`src/rtl/scan_chain_uart_client.sv`:
```
// rtl/scan_chain_uart_client.sv - UART-to-scan-chain write bridge with 8N1 transceiver
//
// Optional feature macro: SCANCHAIN_UART_RX_TIMEOUT_EN (partial-packet receive watchdog).
//
// scan_chain_uart_client ports:
//   clk            in   1    system clock
//   reset          in   1    asynchronous active-low reset
//   uart_rx        in   1    serial input from host (idle high)
//   uart_tx        out  1    serial output to host (idle high)
//   write_valid    out  1    one-cycle write request toward the scan chain
//   write_ready    in   1    scan chain accepts the write
//   write_addr     out  12   scan-chain address
//   write_payload  out  169  scan-chain data
//   write_reset    out  1    reset flag carried in the packet
//
// uart / uart_receiver / uart_transmitter: 8N1 LSB-first transceiver with a
// one-byte receive buffer (rx_tdata/rx_tvalid/rx_tready) and a transmit
// byte port (tx_tdata/tx_tvalid/tx_tready).

module uart_receiver #(
    parameter int CLOCK_FREQ = 125_000_000,
    parameter int BAUD_RATE  = 115_200
) (
    input  logic       clk,
    input  logic       reset,
    input  logic       serial_in,
    output logic [7:0] rx_tdata,
    output logic       rx_tvalid,
    input  logic       rx_tready
);
    localparam int BIT_CYCLES = CLOCK_FREQ / BAUD_RATE;
    localparam int CW = $clog2(BIT_CYCLES + 1);
    localparam logic [CW-1:0] BIT_LAST = CW'(BIT_CYCLES - 1);
    localparam logic [CW-1:0] HALF_BIT = CW'(BIT_CYCLES / 2);

    logic          rx_meta;
    logic          rx_sync;
    logic          busy;
    logic [CW-1:0] cnt;
    logic [3:0]    bit_idx;
    logic [7:0]    shreg;

    always_ff @(posedge clk or negedge reset) begin
        if (!reset) begin
            rx_meta   <= 1'b1;
            rx_sync   <= 1'b1;
            busy      <= 1'b0;
            cnt       <= '0;
            bit_idx   <= '0;
            shreg     <= '0;
            rx_tdata  <= '0;
            rx_tvalid <= 1'b0;
        end else begin
            rx_meta <= serial_in;
            rx_sync <= rx_meta;
            if (rx_tvalid && rx_tready) begin
                rx_tvalid <= 1'b0;
            end
            if (!busy) begin
                // Falling edge: wait half a bit so every later sample is mid-bit.
                if (!rx_sync) begin
                    busy    <= 1'b1;
                    cnt     <= HALF_BIT;
                    bit_idx <= '0;
                end
            end else if (cnt != '0) begin
                cnt <= cnt - 1'b1;
            end else begin
                cnt <= BIT_LAST;
                if (bit_idx == 4'd0) begin
                    // Start bit no longer low at mid-bit: treat as a glitch.
                    if (rx_sync) begin
                        busy <= 1'b0;
                    end else begin
                        bit_idx <= 4'd1;
                    end
                end else if (bit_idx != 4'd9) begin
                    shreg   <= {rx_sync, shreg[7:1]};
                    bit_idx <= bit_idx + 4'd1;
                end else begin
                    busy <= 1'b0;
                    // Framing errors are dropped; a full buffer drops the new byte.
                    if (rx_sync && (!rx_tvalid || rx_tready)) begin
                        rx_tdata  <= shreg;
                        rx_tvalid <= 1'b1;
                    end
                end
            end
        end
    end
endmodule

module uart_transmitter #(
    parameter int CLOCK_FREQ = 125_000_000,
    parameter int BAUD_RATE  = 115_200
) (
    input  logic       clk,
    input  logic       reset,
    input  logic [7:0] tx_tdata,
    input  logic       tx_tvalid,
    output logic       tx_tready,
    output logic       serial_out
);
    localparam int BIT_CYCLES = CLOCK_FREQ / BAUD_RATE;
    localparam int CW = $clog2(BIT_CYCLES + 1);
    localparam logic [CW-1:0] BIT_LAST = CW'(BIT_CYCLES - 1);

    logic [8:0]    shreg;
    logic [3:0]    bits_left;
    logic [CW-1:0] cnt;

    assign tx_tready = (bits_left == 4'd0);

    always_ff @(posedge clk or negedge reset) begin
        if (!reset) begin
            serial_out <= 1'b1;
            shreg      <= '1;
            bits_left  <= '0;
            cnt        <= '0;
        end else if (tx_tvalid && tx_tready) begin
            // Start bit goes out now; data bits then the stop bit are queued.
            serial_out <= 1'b0;
            shreg      <= {1'b1, tx_tdata};
            bits_left  <= 4'd10;
            cnt        <= BIT_LAST;
        end else if (bits_left != 4'd0) begin
            if (cnt != '0) begin
                cnt <= cnt - 1'b1;
            end else begin
                cnt       <= BIT_LAST;
                bits_left <= bits_left - 4'd1;
                if (bits_left != 4'd1) begin
                    serial_out <= shreg[0];
                    shreg      <= {1'b1, shreg[8:1]};
                end
            end
        end
    end
endmodule

module uart #(
    parameter int CLOCK_FREQ = 125_000_000,
    parameter int BAUD_RATE  = 115_200
) (
    input  logic       clk,
    input  logic       reset,
    input  logic       serial_in,
    output logic       serial_out,
    output logic [7:0] rx_tdata,
    output logic       rx_tvalid,
    input  logic       rx_tready,
    input  logic [7:0] tx_tdata,
    input  logic       tx_tvalid,
    output logic       tx_tready
);
    uart_receiver #(.CLOCK_FREQ(CLOCK_FREQ), .BAUD_RATE(BAUD_RATE)) u_rx (
        .clk       (clk),
        .reset     (reset),
        .serial_in (serial_in),
        .rx_tdata  (rx_tdata),
        .rx_tvalid (rx_tvalid),
        .rx_tready (rx_tready)
    );

    uart_transmitter #(.CLOCK_FREQ(CLOCK_FREQ), .BAUD_RATE(BAUD_RATE)) u_tx (
        .clk        (clk),
        .reset      (reset),
        .tx_tdata   (tx_tdata),
        .tx_tvalid  (tx_tvalid),
        .tx_tready  (tx_tready),
        .serial_out (serial_out)
    );
endmodule

module scan_chain_uart_client #(
    parameter int CLOCK_FREQ = 125_000_000,
    parameter int BAUD_RATE  = 115_200
) (
    input  logic         clk,
    input  logic         reset,
    input  logic         uart_rx,
    output logic         uart_tx,
    output logic         write_valid,
    input  logic         write_ready,
    output logic [11:0]  write_addr,
    output logic [168:0] write_payload,
    output logic         write_reset
);
    typedef enum logic [1:0] {
        RECV  = 2'd0,
        ISSUE = 2'd1,
        RESP  = 2'd2
    } state_t;

    state_t       state;
    state_t       state_next;
    logic [183:0] pkt;
    logic [4:0]   byte_cnt;
    logic         pkt_done;
    logic [7:0]   ack_byte;

    logic [7:0]   rx_tdata;
    logic         rx_tvalid;
    logic         rx_tready;
    logic         tx_tvalid;
    logic         tx_tready;
    logic         rx_fire;
    logic         rx_timeout;

    // The two reserved packet bits are received but carry no meaning.
    logic         unused_reserved;
    assign unused_reserved = ^pkt[183:182];

    assign rx_fire = rx_tvalid && rx_tready;

    uart #(.CLOCK_FREQ(CLOCK_FREQ), .BAUD_RATE(BAUD_RATE)) u_uart (
        .clk        (clk),
        .reset      (reset),
        .serial_in  (uart_rx),
        .serial_out (uart_tx),
        .rx_tdata   (rx_tdata),
        .rx_tvalid  (rx_tvalid),
        .rx_tready  (rx_tready),
        .tx_tdata   (ack_byte),
        .tx_tvalid  (tx_tvalid),
        .tx_tready  (tx_tready)
    );

`ifdef SCANCHAIN_UART_RX_TIMEOUT_EN
    localparam int TIMEOUT_CYCLES = 32 * (CLOCK_FREQ / BAUD_RATE);
    localparam int TW = $clog2(TIMEOUT_CYCLES + 1);
    localparam logic [TW-1:0] TIMEOUT_LAST = TW'(TIMEOUT_CYCLES - 1);

    logic [TW-1:0] wdog;
    logic          wdog_armed;

    // Only a partially received packet is guarded; an idle link never times out.
    assign wdog_armed = (state == RECV) && !pkt_done && (byte_cnt != 5'd0);
    assign rx_timeout = wdog_armed && !rx_fire && (wdog == TIMEOUT_LAST);

    always_ff @(posedge clk or negedge reset) begin
        if (!reset) begin
            wdog <= '0;
        end else if (!wdog_armed || rx_fire || rx_timeout) begin
            wdog <= '0;
        end else begin
            wdog <= wdog + 1'b1;
        end
    end
`else
    assign rx_timeout = 1'b0;
`endif

    always_ff @(posedge clk or negedge reset) begin
        if (!reset) begin
            state <= RECV;
        end else begin
            state <= state_next;
        end
    end

    always_comb begin
        state_next  = state;
        write_valid = 1'b0;
        rx_tready   = 1'b0;
        tx_tvalid   = 1'b0;
        case (state)
            RECV: begin
                // Hold off further bytes while the completed packet is latched.
                rx_tready = !pkt_done;
                if (pkt_done) begin
                    state_next = ISSUE;
                end
            end
            ISSUE: begin
                write_valid = 1'b1;
                state_next  = RESP;
            end
            RESP: begin
                tx_tvalid = 1'b1;
                if (tx_tready) begin
                    state_next = RECV;
                end
            end
            default: begin
                state_next = RECV;
            end
        endcase
    end

    always_ff @(posedge clk or negedge reset) begin
        if (!reset) begin
            pkt           <= '0;
            byte_cnt      <= '0;
            pkt_done      <= 1'b0;
            ack_byte      <= '0;
            write_addr    <= '0;
            write_payload <= '0;
            write_reset   <= 1'b0;
        end else begin
            if (rx_fire) begin
                pkt <= {pkt[175:0], rx_tdata};
                if (byte_cnt == 5'd22) begin
                    pkt_done <= 1'b1;
                end else begin
                    byte_cnt <= byte_cnt + 5'd1;
                end
            end else if (rx_timeout) begin
                byte_cnt <= '0;
            end

            if (state == RECV && pkt_done) begin
                pkt_done      <= 1'b0;
                write_addr    <= pkt[11:0];
                write_payload <= pkt[180:12];
                write_reset   <= pkt[181];
            end

            // A write not taken in its single valid cycle is dropped, not retried.
            if (state == ISSUE) begin
                ack_byte <= {7'd0, write_ready};
            end

            if (state == RESP && tx_tready) begin
                byte_cnt <= '0;
            end
        end
    end
endmodule

```
`config.mk`:
```
export PLATFORM = sky130hd
export DESIGN_NAME = scan_chain_uart_client
export DESIGN_NICKNAME = d
export VERILOG_FILES = /design/src/rtl/scan_chain_uart_client.sv
export SDC_FILE = /design/constraint.sdc
export NUM_CORES = 1
export LEC_CHECK = 0
export CAP_MARGIN = 40
export CORE_MARGIN = 2
export CORE_UTILIZATION = 50
export CTS_CLUSTER_SIZE = 24
export DETAILED_ROUTE_END_ITERATION = 10
export PLACE_DENSITY = 0.81
export SYNTH_ARGS = -nofsm -noshare
export SYNTH_HDL_FRONTEND = slang
export SYNTH_SLANG_ARGS = --single-unit
```
`constraint.sdc`:
```
create_clock -name clk -period 7.42 [get_ports clk]
set_input_delay 1.484 -clock clk [delete_from_list [all_inputs] [get_ports clk]]
set_output_delay 1.484 -clock clk [all_outputs]
set_load 0.03 [all_outputs]
```
==> impl_metrics.csv <==
group,metric,value,unit
setup_path,r2r_cells,6,
placement,dp_hpwl,23100,µm
timing,period_minus_slack,3.50,ns
timing,finClkSkew,0.0110,ns
cells_and_area,final_util,0.631,
setup_path,crit_buf_inv,1,
setup_path,critPathLaunchType,"flop",
global_route,grt_pass1_wl,60200,µm
clock_tree,cts_resized,0,
logic_synthesis,syn_inst,1452,
global_route,grt.total_usage,0.208,
power_and_ir_drop,pwr-share-seq,0.500,
power_and_ir_drop,peakVddDrop,0.164,mV
clock_tree,cts-htree-levels,2,
route,wl_per_cell,17.0,µm
placement,io_buffers,187,
floorplan,design.die.area,34900,µm²
timing,setup_viol,0,
min_path,min_to,"u_uart.u_rx.rx_sync",
cells_and_area,multi_input_area,5600,µm²
timing,tightestPinTransition,0.889,ns
timing,fin_tns_setup,0,ns
setup_path,criticalPathCategory,"reg2out",
timing,period_share,0.472,
global_route,grt_pass1_vias,11400,
logic_synthesis,synth-xor-area-share,0.00471,
cells_and_area,n_fill_cell,2513,
logic_synthesis,synthDistinctLibCells,54,
clock_tree,clock_latency,0.53,ns
logic_synthesis,ys_seq_elements,432,
timing,timing.final.max_slew_violations,0,
cells_and_area,ff_latch_area,10800,µm²
route,drt-met1-wl,15700,µm
flow_run,cap_violations,0,
setup_path,crit_chain,"nor2b_1 -> clkdlybuf4s50_1",
route,top_layer,"met4",
logic_synthesis,yosys_warnings,0,
clock_tree,postCtsSetupRepairBufs,0,
logic_synthesis,avgSynthCellArea,11.5,µm²
placement,gp_congestion,0.814,
logic_synthesis,dominantRegCellSynth,"dfrtp_1",
clock_tree,cts_hold_buffers,0,
route,ant_nets,0,
setup_path,timing.rr.start,"u_uart.u_rx.cnt[0]",
setup_path,crit_family,"buffers and inverters",
setup_path,cpPeakStageDelay,0.72,ns
floorplan,io_pins,188,
logic_synthesis,synthAdderAreaFrac,0.00822,
route,drt-pass1-iter-count,4,
floorplan,coreArea,32800,µm²
floorplan,row_count,66,
logic_synthesis,synth_edf_count,0,
cells_and_area,syn_to_final_growth,23.6,%
route,route.met2.wl,17200,µm
timing,hold_viol_final,0,
power_and_ir_drop,p_int,3.78,mW
logic_synthesis,yosysMostFrequentCell,"nand2_1",
min_path,worstHoldPathCells,0,
setup_path,end_kind,"output port",
logic_synthesis,muxShareOfSynthArea,0.135,
clock_tree,clkSlewWorstSetupHoldPaths,0.06,ns
setup_path,required,5.94,ns
route,dr_wl_met3,2130,µm
logic_synthesis,yosys.area_share.simple,0.159,
logic_synthesis,ys_seq_area_frac,0.647,
clock_tree,clkSinkCount,432,
cells_and_area,drive_gt1_frac,0.189,
min_path,holdCritPathClass,"reg2reg",
route,wl,35800,µm
clock_tree,cts-root-buf,"clkbuf_16",
power_and_ir_drop,clkPwrFrac,0.490,
setup_path,reg2reg_to,"u_uart.u_rx.rx_tdata[7]",
logic_synthesis,synth_top_family_by_area,"simple AND/OR/NAND/NOR gates",
floorplan,fp.dieW,187,µm
logic_synthesis,synth_compound_area_frac,0.0262,
cells_and_area,antenna_cells,0,
logic_synthesis,synth_common_cells,"564 x nand2_1, 421 x dfrtp_1, 201 x mux2_2",
route,drc,0,
timing,rsz0062_at_grt,"false",
route,vias,11000,
logic_synthesis,yosysTopAreaCell,"dfrtp_1",
run_status,status,"finished, final reports clean",
timing,slew_headroom,0.403,
timing,fmax,0.286,GHz
global_route,grt_max_degree,162,
power_and_ir_drop,cellPowerDensity,228,nW/µm²
logic_synthesis,synthTopCellsByArea,"dfrtp_1 63%, mux2_2 14%, nand2_1 13%",
power_and_ir_drop,power.switching,940,µW
global_route,grt_overflow_total,0,
clock_tree,cts_buffers,44,
setup_path,cp_slowest_cell,"clkdlybuf4s50_1",
clock_tree,tritoncts,"done",
setup_path,crit_fanout,7,
power_and_ir_drop,p_leak,10.6,nW
logic_synthesis,syn-cell-area,16700,µm²
setup_path,ff2ff_setup_slack,4.53,ns
route,viasPerCell,5.21,
route,drt-initial-drc-count,758,
min_path,holdCritStartpoint,"u_uart.u_rx.rx_meta",
power_and_ir_drop,netSwitchingFraction,0.199,
logic_synthesis,synth.top_cell.area_share,0.630,
logic_synthesis,synth_fp_nets,1467,
setup_path,critPathArrivalTime,2.02,ns
floorplan,start_util,0.510,
logic_synthesis,async_flop_share,1.00,
global_route,antenna_found_initial,0,
cells_and_area,num-nets-final,1645,
power_and_ir_drop,comb_power_share,0.010,
floorplan,die_height,187,µm
clock_tree,clk_path_buf_depth,3,
cells in the final DEF, fill, tap and decap left out, types with 5 or more instances in the layout:
| cell | instances |
|---|---|
| clkbuf_8 | 9 |
| o21ai_0 | 15 |
| mux2_2 | 201 |
| xor2_1 | 5 |
| clkinv_2 | 7 |
| nor4_1 | 8 |
| bufinv_16 | 6 |
| o211ai_1 | 5 |
| buf_4 | 8 |
| nor2_1 | 23 |
| inv_1 | 11 |
| nor3_1 | 7 |
| nand2b_1 | 5 |
| clkdlybuf4s50_1 | 186 |
| clkbuf_1 | 11 |
| a21oi_1 | 8 |
| nand2_1 | 564 |
| a22o_1 | 7 |
| clkbuf_16 | 45 |
| dfstp_2 | 11 |
| dfrtp_1 | 421 |
| ha_1 | 11 |
| nand3_1 | 11 |
layer usage:
layer | vias up | GRT usage
met3 | 55 | 0.0495
met5 | - | 0
met1 | 5553 | 0.278
met2 | 251 | 0.347
met4 | 0 | 0.0522
li1 | 5128 | -
layout make-up:
type                       count  area share
sequential                   432       0.524
multi-input combinational    937       0.271
timing repair buffer         204       0.102
clock buffer                  65      0.0625
tap                          442      0.0267
clock inverter                17      0.0121
inverter                      11     0.00200
power by group through the flow:
stage | clock, mW | sequential (mW) | combinational [mW]
after global routing | 2.47 | 2.36 | 0.0589
after CTS | 2.36 | 2.36 | 0.0519
after detailed placement | 0 | 2.40 | 0.0520
after global placement | 0 | 2.40 | 0.0510
final | 2.31 | 2.36 | 0.0484
after floorplan | 0 | 2.40 | 0.00120
cells by family (layout without fill, tap and decap cells):
logic type                 after synthesis  count (layout)
and+or+nand+nor                        653             653
DFF                                    432             432
buffers and inverters                   83             297
adders and majority gates               11              11
xor gates and xnor gates                 9               9
AOI/OAI and AO/OA                       63              63
muxes                                  201             201
sequential cells by signal, summed over array words and instances, names as in the netlist, 5 cells and up:
signal	flops
pkt	182
write_payload	169
write_addr	12
u_uart.u_rx.cnt	11
u_uart.u_tx.cnt	11
u_uart.u_rx.rx_tdata	8
u_uart.u_rx.shreg	8
u_uart.u_tx.shreg	8
byte_cnt	5
worst register-to-register path: stages, from the launching register on:
cell and delay (ns):
dfrtp_1 0.42, inv_1 0.10, ha_1 0.16, or3b_1 0.39, or4_4 0.62, nor4b_4 0.66
mux2_2 0.42
how the worst max path moves through the flow:
stage | start | endpoint | slack (ns) | cells past startpoint
6_report | state[0] | write_valid | 3.92 | 2
3_5_place_dp | state[0] | write_valid | 4.46 | 2
2_1_floorplan | u_uart.u_rx.cnt[0] | u_uart.u_rx.rx_tdata[0] | 4.83 | 7
3_3_place_gp | state[0] | write_valid | 4.49 | 2
4_1_cts | state[0] | write_valid | 3.88 | 2
5_1_grt | state[0] | write_valid | 3.85 | 2
through the flow:
| stage | hold WS [ns] | setup WS, ns | cell area [µm²] | cells | power, mW |
|---|---|---|---|---|---|
| after global placement | 0.347 | 4.49 | 19000 | 2019 | 2.45 |
| after floorplan | 0.345 | 4.83 | 16700 | 1452 | 2.40 |
| after global routing | 0.359 | 3.85 | 20700 | 2108 | 4.89 |
| final | 0.356 | 3.92 | 20700 | 2108 | 4.72 |
| after detailed placement | 0.353 | 4.46 | 19100 | 2026 | 2.45 |
| after CTS | 0.360 | 3.88 | 20700 | 2108 | 4.77 |
(Power assumes the default switching activity.)
==> edit 1: new RTL, config.mk and constraints unchanged <==
One comparison of `byte_cnt` changes from == to >=.
--- a/src/rtl/scan_chain_uart_client.sv
+++ b/src/rtl/scan_chain_uart_client.sv
@@ -302,3 +302,3 @@
                 pkt <= {pkt[175:0], rx_tdata};
-                if (byte_cnt == 5'd22) begin
+                if (byte_cnt >= 5'd22) begin
                     pkt_done <= 1'b1;
Check against the original RTL: same outputs for any inputs over 10 cycles, from zero or initial values and one cycle with reset low; that may be too few to reach the edited logic, so the function may still have changed.
==> edit 1 against the original RTL <==
Global-route usage down 0.58 points; worst hold slack better by 4.7 ps; sequential cell count did not move; design area rose by 0.73%; worst setup slack better by 33 ps; synthesized area rose by 0.28%; power grew 3.0%; wire length decreased by 2.1%; critical endpoint unchanged; largest cell class unchanged.
==> edit 1: results <==
[detailed_routing]
via_count = 10974
dr.pass1.iters = 5
drt-initial-drc-count = 972
wl_met2_mm = 17.1
wl_met1_mm = 15.4

[cells_and_area]
inv_count = 12
nNonClkBuffers = 202
stdcell_count = 2118

[yosys]
ys_seq_area_share_pct = 64.5
ys_top_cells_by_area = "dfrtp_1 63%, mux2_2 13%, nand2_1 13%, dfstp_2 1.7%, clkbuf_1 1.4%"
synthTopCellsByCount = "570 x nand2_1, 421 x dfrtp_1, 191 x mux2_2"
syn_nets = 1474
netlist.area_leader.share_pct = 62.8

[global_route]
globalRouteMet1Util_pct = 27.5
groute.layer.met2.usage_pct = 33.7
grt_pass1_vias = 11319
grt_pass1_wl_mm = 58.6
track_usage_pct = 20.3

[place]
dpl_cell_area_um2 = 19200
dp_cells = 2038
dp_hpwl_mm = 22.1

[run_status]
status = "completed"

[power_and_ir_drop]
power.internal_mw = 3.92
peakVddDrop_mv = 0.192
leakagePower_nw = 10.6

[critical_path]
timing.rr.end = "u_uart.u_rx.rx_tdata[2]"
rrSetupSlack_ps = 4640
cp.arrival_ps = 1980

[floorplan]
row_count = 67

[timing]
worst_hold_slack_ps = 361
worst_slew_pin_slew_ps = 1050
fin_worst_skew_ps = 16.7
==> edit 1: cell count changes after synthesis, moves of 4 or more <==
cell and delta:
clkbuf_1 -8, a22o_1 -6, a21oi_1 +4, mux2_4 +8, nand2_1 +6, mux2_2 -10, nand2b_1 -4, mux2i_1 +13
buf_1 +7, nor2_1 +4
==> edit 1: cell families (layout without fill, tap and decap cells) <==
logic type	count (synthesis)	count (layout)	share of synthesized area, %
AND/OR/NAND/NOR	657	657	15.8
flip-flops	432	432	64.5
XOR/XNOR	11	11	0.574
buffers and inverters	83	294	1.91
adder cells (fa/ha/maj)	11	11	0.820
multiplexers	212	212	14.3
AO/OA/AOI/OAI	53	53	2.08
==> edit 1: worst reg2reg max path: cells and delay by family, from the launching register on <==
| kind | cells | cell delay, ps |
|---|---|---|
| multiplexers | 1 | 350 |
| buffers and inverters | 1 | 120 |
| AND/OR/NAND/NOR | 3 | 1630 |
| adder cells (fa/ha/maj) | 1 | 140 |
| flip-flops | 1 | 430 |
==> edit 2: new RTL, same flow settings <==
Without the edit above. `BAUD_RATE` is set to 115_200 in 4 places; all go to 28_800.
--- a/src/rtl/scan_chain_uart_client.sv
+++ b/src/rtl/scan_chain_uart_client.sv
@@ -21,3 +21,3 @@
     parameter int CLOCK_FREQ = 125_000_000,
-    parameter int BAUD_RATE  = 115_200
+    parameter int BAUD_RATE  = 28_800
 ) (
@@ -94,3 +94,3 @@
     parameter int CLOCK_FREQ = 125_000_000,
-    parameter int BAUD_RATE  = 115_200
+    parameter int BAUD_RATE  = 28_800
 ) (
@@ -142,3 +142,3 @@
     parameter int CLOCK_FREQ = 125_000_000,
-    parameter int BAUD_RATE  = 115_200
+    parameter int BAUD_RATE  = 28_800
 ) (
@@ -176,3 +176,3 @@
     parameter int CLOCK_FREQ = 125_000_000,
-    parameter int BAUD_RATE  = 115_200
+    parameter int BAUD_RATE  = 28_800
 ) (
Behaviour: no difference found for any inputs over 10 cycles, from zero or initial values and one cycle with reset low; that may be too few to reach the edited logic, so the function may still have changed.
==> edit 2 against the original RTL <==
Via count decreased by 13%; die area increased by 1.4%; sequential cell count is 4 higher; design area increased by 1.5%; clock power up 4%; worst setup slack improved by 8.6 ps; first-iteration DRC count shrank 38%; clock skew rose by 2.8 ps; synthesized cell count decreased by 25%; wire length is 9.9% lower; synthesized area grew 1.5%; power rose by 2.3%; critical path type unchanged; largest cell class unchanged; highest routed layer unchanged.
==> edit 2: results <==
[critical_path]
critPathTopFamily = "buffers and inverters"
critPathMaxFanout = 6
rrSetupSlack_ps = 4760

[detailed_routing]
met3_length_mm = 1.89
wl_met2_mm = 15.5
via_count = 9514
drt-initial-drc-count = 472
routed_wl_mm = 32.3
wl_met1_mm = 14.3

[power_and_ir_drop]
power.internal_mw = 3.87
peakVddDrop_mv = 0.174
seqPwrFrac_pct = 49.3

[cells_and_area]
nNonClkBuffers = 197
clk_share_pct = 7.75
seq_share_pct = 52.1
buf_share_pct = 9.67
n_clock_buffer = 63
filler_cell_count = 2457
fin_nets = 1306
inv_count = 15
multi_input_area_share_pct = 27.6
drive_above_1_share_pct = 37.8
nMultiInputCombCells = 595

[yosys]
muxShareOfSynthArea_pct = 25.7
syn_nets = 1110
ys_top_cells_by_area = "dfrtp_1 63%, mux2_2 25%, dfstp_2 1.7%, buf_2 1.1%, ha_1 0.88%"
synth_compound_area_share_pct = 2.66
yosys.area_share.adder_pct = 0.884
synthTopCellsByCount = "425 x dfrtp_1, 382 x mux2_2, 36 x buf_2"
ys_seq_area_share_pct = 64.3
synth-xor-area-share_pct = 0.671
ys_types = 64

[place]
gp_congestion = 0.808
dp_hpwl_mm = 20.6
post-place-ws_ps = 4380

[global_route]
use_met3_pct = 4.15
groute.layer.met2.usage_pct = 29.3
grt_pass1_wl_mm = 53.5
track_usage_pct = 18.6
grt_pass1_vias = 9837
grt_max_degree = 187

[run_status]
status = "completed"

[timing]
slew_headroom_pct = 25.7
fin_crit_ps = 3490
fin_worst_skew_ps = 13.8

[cts]
clock-sinks = 436
numCtsBuffers = 45
cts-htree-levels = 2
-- edit 2: through the flow --
stage / cell area (um^2) / power (mW) / hold slack (ps) / cells
4_1_cts: 21000 / 4.89 / 365 / 1774
3_5_place_dp: 19400 / 2.48 / 356 / 1691
6_report: 21000 / 4.83 / 366 / 1774
2_1_floorplan: 17000 / 2.42 / 345 / 1094
5_1_grt: 21000 / 5.00 / 369 / 1774
3_3_place_gp: 19300 / 2.47 / 356 / 1688
-- edit 2: path summary, 6_finish.rpt --
check	from	end	cells past startpoint
max	state[0]	write_valid	2
max reg2reg	state[0]	write_payload[159]	3
min reg2reg	u_uart.u_rx.rx_meta	u_uart.u_rx.rx_sync	0
min in group asynchronous	reset	pkt[176]	1
min	u_uart.u_rx.rx_meta	u_uart.u_rx.rx_sync	0
max in group asynchronous	reset	pkt[58]	2
-- edit 2: worst register-to-register path, cell delays in order, from the launching register on --
cell and delay [ps]:
dfrtp_1 460, nor3b_2 710, buf_12 630, mux2_2 740
